==> src/rtl/refill_pkg.sv <==
// Shared types and helpers for the refill responder and for benches that predict refill data.
package refill_pkg;

  typedef enum logic [1:0] {
    ST_IDLE  = 2'd0,
    ST_WAIT  = 2'd1,
    ST_BURST = 2'd2
  } state_t;

  function automatic int off_w(input int words);
    return $clog2(words);
  endfunction

  // Clears the word-offset and byte-offset bits of an address.
  function automatic logic [63:0] line_base(input logic [63:0] addr, input int off_bits);
    return addr & ~((64'd1 << (off_bits + 2)) - 64'd1);
  endfunction

  function automatic logic [63:0] addr_to_data(input logic [63:0] addr, input logic [63:0] seed);
    return addr ^ seed;
  endfunction

endpackage

==> src/rtl/refill_mem_responder_if.sv <==
// Request/response channel between the cache (master) and the refill responder (slave).
interface refill_mem_responder_if #(
  parameter int ADDR_W = 32,
  parameter int DATA_W = 32
);
  logic              req_valid;
  logic              req_ready;
  logic [ADDR_W-1:0] req_addr;
  logic              rsp_valid;
  logic              rsp_ready;
  logic [DATA_W-1:0] rsp_data;
  logic              rsp_last;

  modport master (
    output req_valid, req_addr, rsp_ready,
    input  req_ready, rsp_valid, rsp_data, rsp_last
  );

  modport slave (
    input  req_valid, req_addr, rsp_ready,
    output req_ready, rsp_valid, rsp_data, rsp_last
  );
endinterface

==> src/rtl/refill_mem_responder_burst_addr_gen.sv <==
// Line base / beat offset tracking for a refill burst. CRIT_WORD_FIRST_EN starts the
// burst at the requested word instead of word 0.
module burst_addr_gen
  import refill_pkg::*;
#(
  parameter int ADDR_W         = 32,
  parameter int WORDS_PER_LINE = 4
) (
  input  logic              clk,
  input  logic              rst_n,
  input  logic              load,
  input  logic              advance,
  input  logic [ADDR_W-1:0] req_addr,
  output logic [ADDR_W-1:0] start_addr,
  output logic [ADDR_W-1:0] cur_addr,
  output logic [ADDR_W-1:0] next_addr,
  output logic              next_last
);
  localparam int OFF_W = off_w(WORDS_PER_LINE);

  logic [ADDR_W-1:0] base;
  logic [ADDR_W-1:0] req_base;
  logic [OFF_W-1:0]  off;
  logic [OFF_W-1:0]  off_nxt;
  logic [OFF_W-1:0]  start_off;
  logic [OFF_W-1:0]  cnt;
  logic [OFF_W-1:0]  cnt_nxt;

  assign req_base = ADDR_W'(line_base(64'(req_addr), OFF_W));

`ifdef CRIT_WORD_FIRST_EN
  assign start_off = req_addr[OFF_W+1:2];
`else
  assign start_off = '0;
`endif

  // Offset wraps naturally at OFF_W bits; cnt counts beats so last is order-independent.
  assign off_nxt    = off + OFF_W'(1);
  assign cnt_nxt    = cnt + OFF_W'(1);
  assign start_addr = req_base + ADDR_W'({start_off, 2'b00});
  assign cur_addr   = base + ADDR_W'({off, 2'b00});
  assign next_addr  = base + ADDR_W'({off_nxt, 2'b00});
  assign next_last  = (cnt_nxt == OFF_W'(WORDS_PER_LINE - 1));

  always_ff @(posedge clk or negedge rst_n) begin
    if (!rst_n) begin
      base <= '0;
      off  <= '0;
      cnt  <= '0;
    end else if (load) begin
      base <= req_base;
      off  <= start_off;
      cnt  <= '0;
    end else if (advance) begin
      off <= off_nxt;
      cnt <= cnt_nxt;
    end
  end

endmodule

==> src/rtl/refill_mem_responder.sv <==
// Backing-memory refill responder: one line request, fixed latency, then a multi-beat burst.
// Optional CRIT_WORD_FIRST_EN (in burst_addr_gen) selects critical-word-first beat order.
//
// state    | meaning
// ST_IDLE  | ready for a request
// ST_WAIT  | access latency countdown
// ST_BURST | streaming beats under rsp_ready
module refill_mem_responder
  import refill_pkg::*;
#(
  parameter int              ADDR_W         = 32,
  parameter int              DATA_W         = 32,
  parameter int              WORDS_PER_LINE = 4,
  parameter int              LATENCY        = 8,
  parameter logic [DATA_W-1:0] SEED         = '0
) (
  input  logic                   clk,
  input  logic                   rst_n,
  refill_mem_responder_if.slave  bus,
  output logic                   busy
);
  localparam int LAT_W = 8;

  state_t            state;
  logic [LAT_W-1:0]  lat_cnt;
  logic              req_ready_r;
  logic              rsp_valid_r;
  logic              rsp_last_r;
  logic [DATA_W-1:0] rsp_data_r;

  logic              accept;
  logic              advance;
  logic [ADDR_W-1:0] start_addr;
  logic [ADDR_W-1:0] cur_addr;
  logic [ADDR_W-1:0] next_addr;
  logic              next_last;

  assign bus.req_ready = req_ready_r;
  assign bus.rsp_valid = rsp_valid_r;
  assign bus.rsp_last  = rsp_last_r;
  assign bus.rsp_data  = rsp_data_r;

  assign accept  = (state == ST_IDLE) && bus.req_valid && req_ready_r;
  assign advance = (state == ST_BURST) && bus.rsp_ready && !rsp_last_r;

  function automatic logic [DATA_W-1:0] beat_data(input logic [ADDR_W-1:0] a);
    return DATA_W'(addr_to_data(64'(a), 64'(SEED)));
  endfunction

  burst_addr_gen #(
    .ADDR_W        (ADDR_W),
    .WORDS_PER_LINE(WORDS_PER_LINE)
  ) u_addr_gen (
    .clk       (clk),
    .rst_n     (rst_n),
    .load      (accept),
    .advance   (advance),
    .req_addr  (bus.req_addr),
    .start_addr(start_addr),
    .cur_addr  (cur_addr),
    .next_addr (next_addr),
    .next_last (next_last)
  );

  always_ff @(posedge clk or negedge rst_n) begin
    if (!rst_n) begin
      state       <= ST_IDLE;
      lat_cnt     <= '0;
      req_ready_r <= 1'b0;
      rsp_valid_r <= 1'b0;
      rsp_last_r  <= 1'b0;
      rsp_data_r  <= '0;
      busy        <= 1'b0;
    end else begin
      case (state)
        ST_IDLE: begin
          if (accept) begin
            req_ready_r <= 1'b0;
            busy        <= 1'b1;
            if (LATENCY == 0) begin
              // Address generator has not latched yet, so take the first beat from req_addr.
              state       <= ST_BURST;
              rsp_valid_r <= 1'b1;
              rsp_last_r  <= 1'b0;
              rsp_data_r  <= beat_data(start_addr);
            end else begin
              state   <= ST_WAIT;
              lat_cnt <= LAT_W'(LATENCY - 1);
            end
          end else begin
            req_ready_r <= 1'b1;
          end
        end
        ST_WAIT: begin
          if (lat_cnt == '0) begin
            state       <= ST_BURST;
            rsp_valid_r <= 1'b1;
            rsp_last_r  <= 1'b0;
            rsp_data_r  <= beat_data(cur_addr);
          end else begin
            lat_cnt <= lat_cnt - LAT_W'(1);
          end
        end
        ST_BURST: begin
          if (bus.rsp_ready) begin
            if (rsp_last_r) begin
              state       <= ST_IDLE;
              rsp_valid_r <= 1'b0;
              rsp_last_r  <= 1'b0;
              busy        <= 1'b0;
              req_ready_r <= 1'b1;
            end else begin
              rsp_data_r <= beat_data(next_addr);
              rsp_last_r <= next_last;
            end
          end
        end
        default: begin
          state       <= ST_IDLE;
          rsp_valid_r <= 1'b0;
          rsp_last_r  <= 1'b0;
          busy        <= 1'b0;
          req_ready_r <= 1'b0;
        end
      endcase
    end
  end

endmodule
==> src/flat_wrapper.sv <==
// flat-port wrapper written by rule: the top's interface ports become plain ports
module refill_mem_responder_flat import refill_pkg::*;
#(
  parameter int              ADDR_W         = 32,
  parameter int              DATA_W         = 32,
  parameter int              WORDS_PER_LINE = 4,
  parameter int              LATENCY        = 8,
  parameter logic [DATA_W-1:0] SEED         = '0
)
  (clk, rst_n, busy, bus_req_valid, bus_req_addr, bus_rsp_ready, bus_req_ready, bus_rsp_valid, bus_rsp_data, bus_rsp_last);
  refill_mem_responder_if #(.ADDR_W(ADDR_W), .DATA_W(DATA_W)) bus_i ();
  input  logic clk;
  input  logic rst_n;
  output logic busy;
  input wire logic [$bits(bus_i.req_valid)-1:0] bus_req_valid;
  input wire logic [$bits(bus_i.req_addr)-1:0] bus_req_addr;
  input wire logic [$bits(bus_i.rsp_ready)-1:0] bus_rsp_ready;
  output wire logic [$bits(bus_i.req_ready)-1:0] bus_req_ready;
  output wire logic [$bits(bus_i.rsp_valid)-1:0] bus_rsp_valid;
  output wire logic [$bits(bus_i.rsp_data)-1:0] bus_rsp_data;
  output wire logic [$bits(bus_i.rsp_last)-1:0] bus_rsp_last;
  assign bus_i.req_valid = bus_req_valid;
  assign bus_i.req_addr = bus_req_addr;
  assign bus_i.rsp_ready = bus_rsp_ready;
  assign bus_req_ready = bus_i.req_ready;
  assign bus_rsp_valid = bus_i.rsp_valid;
  assign bus_rsp_data = bus_i.rsp_data;
  assign bus_rsp_last = bus_i.rsp_last;
  refill_mem_responder #(.ADDR_W(ADDR_W), .DATA_W(DATA_W), .WORDS_PER_LINE(WORDS_PER_LINE), .LATENCY(LATENCY), .SEED(SEED)) u_core (.clk(clk), .rst_n(rst_n), .bus(bus_i), .busy(busy));
endmodule
==> config.mk <==
export PLATFORM = sky130hd
export DESIGN_NAME = refill_mem_responder_flat
export DESIGN_NICKNAME = d
export VERILOG_FILES = /design/src/rtl/refill_pkg.sv /design/src/rtl/refill_mem_responder_if.sv /design/src/rtl/refill_mem_responder_burst_addr_gen.sv /design/src/rtl/refill_mem_responder.sv /design/src/flat_wrapper.sv
export SDC_FILE = /design/constraint.sdc
export NUM_CORES = 1
export LEC_CHECK = 0
export ABC_AREA = 1
export ABC_CLOCK_PERIOD_IN_PS = 1500
export BUFFER_PORTS_ARGS = -buffer_cell sky130_fd_sc_hd__buf_4
export CAP_MARGIN = 20
export CELL_PAD_IN_SITES_DETAIL_PLACEMENT = 0
export CELL_PAD_IN_SITES_GLOBAL_PLACEMENT = 1
export CORE_UTILIZATION = 36
export CTS_CLUSTER_SIZE = 24
export DETAILED_ROUTE_END_ITERATION = 12
export HOLD_SLACK_MARGIN = 0.03
export PLACE_DENSITY_LB_ADDON = 0.1
export REMOVE_ABC_BUFFERS = 1
export SYNTH_ARGS = -nofsm -noshare
export SYNTH_HDL_FRONTEND = slang
export SYNTH_SLANG_ARGS = --single-unit
==> constraint.sdc <==
create_clock -name clk -period 1.5 [get_ports clk]
set_input_delay 0.225 -clock clk [delete_from_list [all_inputs] [get_ports clk]]
set_output_delay 0.225 -clock clk [all_outputs]
set_load 0.05 [all_outputs]
* Yosys cells after proc, flatten, opt, wreduce, memory -nomap -nowiden *
Index checks and enable logic that the tools add are counted.

word-level totals
  RAM bits = 0
  bits in read-only memories = 0
  bits in latches = 0
  memories = 0
  register bits = 78
  output and inout port bits = 36
  logic and storage cells = 73

operators by class
  mux-type cells = 30
  $lt $le $gt $ge = 0
  shift operators = 0
  reductions and logical operators = 17
  eq/ne operators = 9
  multiply operators = 0
  bitwise gates (word level) = 2
  $add $sub $neg = 5
  divide/modulo/power cells = 0

operators by type and width
  cell                 count
  $mux 32              3
  $add 32x4->32        2
  $pmux 32 s2          1
  $mux 2               8
  $mux 8               2
  $pmux 8 s2           1
  $reduce_and 4->1     4
  $pmux 1 s3           4
  $mux 1               10
  $reduce_and 3->1     3
  $logic_not 8->1      1
  $sub 8x1->8 const B  1
  $ne 2x1->1 const B   3
  $ne 2x2->1 const B   3
  $pmux 2 s3           1
  $reduce_bool 2->1    3
  $add 2x1->2 const B  2
  $eq 2x2->1 const B   2
  $logic_and 1x1->1    4
  $eq 2x1->1 const B   1
  $logic_not 2->1      1
  $not 1->1            2
  $logic_not 1->1      1

* Longest topological paths before layout *
  depth in word-level cells = 5
  depth in mapped cells = 8
  depth with buffers taken out = 8

* Hierarchy *
A second synthesis with hierarchy kept.

second synthesis, totals
  cells, all modules = 462
  area total of the unflattened synthesis = 4185.3 µm²

modules (own cells, without submodules)
  module                area each (µm²)  cells an instance  times used  sequential area each (µm²)
  refill_mem_responder  2442.3           254                1           1151.1
  burst_addr_gen        1742.9           208                1           800.8

* Least setup slack after synthesis *
No wires, ideal clock.

  path type = reg2reg
  from = register u_core.rsp_last_r, in the netlist u_core.bus.rsp_last
  to = register u_core.busy
  stages on the path, launching flop included = 6
  path slack = -0.105 ns
  clock period less this slack = 1.605 ns
  library setup time = 0.123 ns
  buffers on the path = 0
  arrival = 1.482 ns
  cell sequence = dfrtp_1 > inv_1 > o21ai_0 > o21ai_0 > o21ai_0 > nand2_1

on the way
  cells in the longest elaborated chain, start to end = 2

ends and longest elaborated chain
  item                        RTL line                     text
  start: declaration          refill_mem_responder.sv:28   logic rsp_last_r;
  start signal: assignment    refill_mem_responder.sv:114  rsp_last_r <= next_last;
  $ne 2x1->1 (no line)        --
  $reduce_and 4->1 (no line)  --
  end signal: assignment      refill_mem_responder.sv:73   busy <= 1'b0;
  end signal: assignment      refill_mem_responder.sv:79   busy <= 1'b1;
  end signal: assignment      refill_mem_responder.sv:110  busy <= 1'b0;
  end: declaration            refill_mem_responder.sv:20   output logic busy

Every way passes these cells.
A chain may end at the register's enable or synchronous reset.

* Worst setup path after layout *
  from = register u_core.lat_cnt[0]
  to = register u_core.rsp_data_r[28], in the netlist u_core.bus.rsp_data[28]

on the way
  cells in the longest elaborated chain, start to end = 3

ends and longest elaborated chain
  item                        RTL line                     text
  start: declaration          refill_mem_responder.sv:25   logic [LAT_W-1:0] lat_cnt;
  start signal: assignment    refill_mem_responder.sv:88   lat_cnt <= LAT_W'(LATENCY - 1);
  start signal: assignment    refill_mem_responder.sv:101  lat_cnt <= lat_cnt - LAT_W'(1);
  $logic_not 8->1             refill_mem_responder.sv:95   if (lat_cnt == '0) begin
  $ne 2x1->1 (no line)        --
  $reduce_and 4->1 (no line)  --
  end signal: assignment      refill_mem_responder.sv:85   rsp_data_r <= beat_data(start_addr);
  end signal: assignment      refill_mem_responder.sv:99   rsp_data_r <= beat_data(cur_addr);
  end signal: assignment      refill_mem_responder.sv:113  rsp_data_r <= beat_data(next_addr);
  end: declaration            refill_mem_responder.sv:29   logic [DATA_W-1:0] rsp_data_r;

Every way passes these cells.

==> metrics.md <==
| Metric | Value |
|---|---|
| Diode insertion count for antenna repair | 0 |
| Largest driver fanout on the critical path | 6 |
| Setup violation total in the final timing report | 0 |
| CTS tree | yes |
| Library cells used by synthesis | 25 |
| Worst hold path type | primary input to flop |
| Share of final-layout standard cells stronger than drive strength 1 | 0.338 |
| Switching power of the nets | 5380 µW |
| Number of warnings issued by yosys | 0 |
| Highest Clock Rate | 0.680 GHz |
| Number of synthesized register bits | 76 |
| Initial Utilization | 0.375 |
| Seq. cell area | 1900 µm² |
| Number of nets with antenna violations after detailed routing | 0 |
| Total of max-cap violations | 0 |
| Final worst clock skew | 9.01 ps |
| Max IR drop VDD | 0.000747 V |
| Arrival time of data at the critical path endpoint | 1710 ps |
| Remaining design rule violation count | 0 |
| Mean area per synthesized cell | 8.77 µm² |
| Critical path class | flop to flop |
| Combined area of all synthesized cells | 3290 µm² |
| Register-to-register path setup slack | 30 ps |
| Die Span X | 97.6 µm |
| Layout filler cell count | 831 |
| Clock power frac | 0.155 |
| Worst-case clock buffer depth | 2 |
| Most numerous cell in the Yosys netlist | sky130_fd_sc_hd__nand2_1 |
| Minimum clock period | 1470 ps |
| Routability Congestion | 0.772 |
| Antenna violations before repair | 0 |
| I/O Buffers | 65 |
| Clock tree root buffer cell | sky130_fd_sc_hd__clkbuf_8 |
| Core footprint | 8760 µm² |
| Synth Flop Type | sky130_fd_sc_hd__dfrtp_1 |
| WP data required | 1740 ps |
| Final layout net count | 515 |
| Count of TritonRoute iterations in the first routing pass | 4 |
| Share of the clock period used by the worst path | 0.981 |
| Leftover overflow at the end of global routing | 0 |
| Share of async-settable or async-resettable flops after synthesis | 1.00 |
| Routed length per placed instance | 13.6 µm |
| Die height | 97.6 µm |
| Largest net degree at the start of global routing | 36 |
| Max-slew violations | 0 |
| CTS HTree Levels | 3 |
| Gr usage total | 0.170 |
| Share of the synthesized area in the top cell type | 0.578 |
| Count of flip-flops with a built-in enable after synthesis | 0 |
| Largest cells by area after synthesis | sky130_fd_sc_hd__dfrtp_1 (58%), sky130_fd_sc_hd__nand2_1 (19%), sky130_fd_sc_hd__nand3_1 (5.8%) |
| First-pass GRT wire length | 12,700 µm |
| Placement row count | 34 |
| Crit. End Element | flop |
| Status | finished, final reports clean |
| Number of sinks handled by clock tree synthesis | 76 |
| Power density over cell area | 2620 nW/µm² |
| Register area share after synthesis | 0.578 |
| Cell taking the most area after synthesis | sky130_fd_sc_hd__dfrtp_1 |
| Internal Power | 6630 µW |
| Top cells by instance count after synthesis | sky130_fd_sc_hd__nand2_1 (167), sky130_fd_sc_hd__dfrtp_1 (76), sky130_fd_sc_hd__nand3_1 (38) |
| Area of the multi-input gates | 1320 µm² |
| Vias | 2,743 |
| Post-Place Cell Area | 4070 µm² |
| Non-filler cells, final | 588 |
| Count of routing violations after the opening detailed-route iteration | 115 |
| Number of global-route vias before repair | 2,626 |
| Finished layout cell area | 4590 µm² |
| Switching part of the total | 0.448 |
| Clk Latency, worst-skew pair | 340 ps |
| Unrepaired setup endpoints after global routing | true |
| TritonCTS buffer count | 9 |
| Total Die Area | 9520 µm² |
| Startpoint Class | flop |
| HPWL Detailed | 5020 µm |
| Layout Area Growth over Synthesis | 39.6% |
| Share of power burned in combinational logic | 0.554 |
| Synth Instances | 375 |
| Number of placed cells counting well taps | 561 |
| Clock-pin slew reported for the worst setup and hold paths after clock tree synthesis | 80 ps |
| Post-Route WL | 8000 µm |
| Final Hold Viols | 0 |
| Top Ports | 72 |
| Leakage power | 0.00243 µW |
| Sequential power share | 0.291 |
| Vias per Instance | 4.66 |
## through the flow
step                      utilization  hold WS [ps]  worst slack, ps  setup TNS, ps  power (µW)
after global placement          0.464           163             13.8              0        9030
after floorplan                     -         -70.6             -604         -29790        6910
after global routing            0.524          61.3            -30.5           -509       12800
after detailed placement        0.464           166             7.44              0        9120
after CTS                       0.493          57.6             29.3              0       11100
final                           0.524          70.9             29.0              0       12000
## worst paths after layout
| path | startpoint | to | cells past startpoint |
|---|---|---|---|
| hold / removal | bus_req_addr[16] | u_core.u_addr_gen.base[16]$_DFFE_PN0P_ | 3 |
| max in group asynchronous | rst_n | u_core.bus.rsp_data[27]$_DFFE_PN0P_ | 3 |
| hold reg to reg | u_core.u_addr_gen.base[13]$_DFFE_PN0P_ | u_core.u_addr_gen.base[13]$_DFFE_PN0P_ | 2 |
| min in group asynchronous | rst_n | u_core.u_addr_gen.off[1]$_DFFE_PN0P_ | 2 |
| setup / recovery | u_core.lat_cnt[0]$_DFFE_PN0P_ | u_core.bus.rsp_data[28]$_DFFE_PN0P_ | 8 |
| setup reg to reg | u_core.lat_cnt[0]$_DFFE_PN0P_ | u_core.bus.rsp_data[28]$_DFFE_PN0P_ | 8 |
## placed cells by master, fill, tap and decap left out, drive strengths merged, types with 2 or more instances in the layout
cell type	Yosys	layout
a21oi	3	3
buf	14	101
bufinv	0	3
clkbuf	2	12
clkinv	0	2
conb	1	2
dfrtp	76	76
ha	3	3
inv	20	21
nand2	170	170
nand3	39	39
nand4	2	2
nor2	18	18
o21ai	22	22
xor2	3	3
## worst max-delay path, stage by stage, from the launching register on
cell and delay, ps:
sky130_fd_sc_hd__dfrtp_1 400, sky130_fd_sc_hd__inv_2 90, sky130_fd_sc_hd__ha_4 130, sky130_fd_sc_hd__nand2_2 60
sky130_fd_sc_hd__o21ai_4 220, sky130_fd_sc_hd__nand2_4 160, sky130_fd_sc_hd__clkbuf_16 210, sky130_fd_sc_hd__nand2_4 50
sky130_fd_sc_hd__o21ai_2 40
## sequential cells by signal, summed over array words and instances (netlist names)
name and cells:
u_core.bus.rsp_last 1, u_core.u_addr_gen.cnt 2, u_core.bus.rsp_valid 1, u_core.u_addr_gen.off 2, u_core.lat_cnt 8, u_core.bus.req_ready 1
u_core.state 2, u_core.busy 1, u_core.u_addr_gen.base 28, u_core.bus.rsp_data 30
## final cells by class
class	instances	share of cell area
sequential	76	0.414
multi-input combinational	264	0.287
timing repair buffer	105	0.201
tap	108	0.0294
clock buffer	9	0.0270
clock inverter	6	0.0245
inverter	20	0.0169
## metal layers
layer / track usage / up-vias / share of wire
met5: 0 / - / 0
met4: 0.0747 / 0 / 0.014
met3: 0.0317 / 8 / 0.038
met2: 0.273 / 49 / 0.48
met1: 0.224 / 1310 / 0.46
li1: - / 1376 / -
## power groups by stage
stage | Sequential [µW] | Clock [µW] | Combinational (µW)
2_1_floorplan | 4660 | 0 | 2250
5_1_grt | 3600 | 2000 | 7240
6_report | 3500 | 1870 | 6650
4_1_cts | 3420 | 1910 | 5720
3_5_place_dp | 3460 | 0 | 5670
3_3_place_gp | 3440 | 0 | 5590
## timing repair
action                                  CTS  global route
resized for setup                         1            40
cloned                                    0             5
endpoints found under the setup margin    4            54
buffers inserted                          0             6
endpoints found under the hold margin    21             0
hold buffers                              1             0
pin swaps                                 0             2
## cell families after synthesis
group                    share of synthesized area
AO/OA/AOI/OAI                               0.0475
flip-flops                                   0.578
other                                      0.00114
XOR/XNOR                                    0.0107
adder cells (fa/ha/maj)                     0.0114
buffers and inverters                       0.0559
AND/OR/NAND/NOR                              0.295
Power figures use the tool's default switching activity.
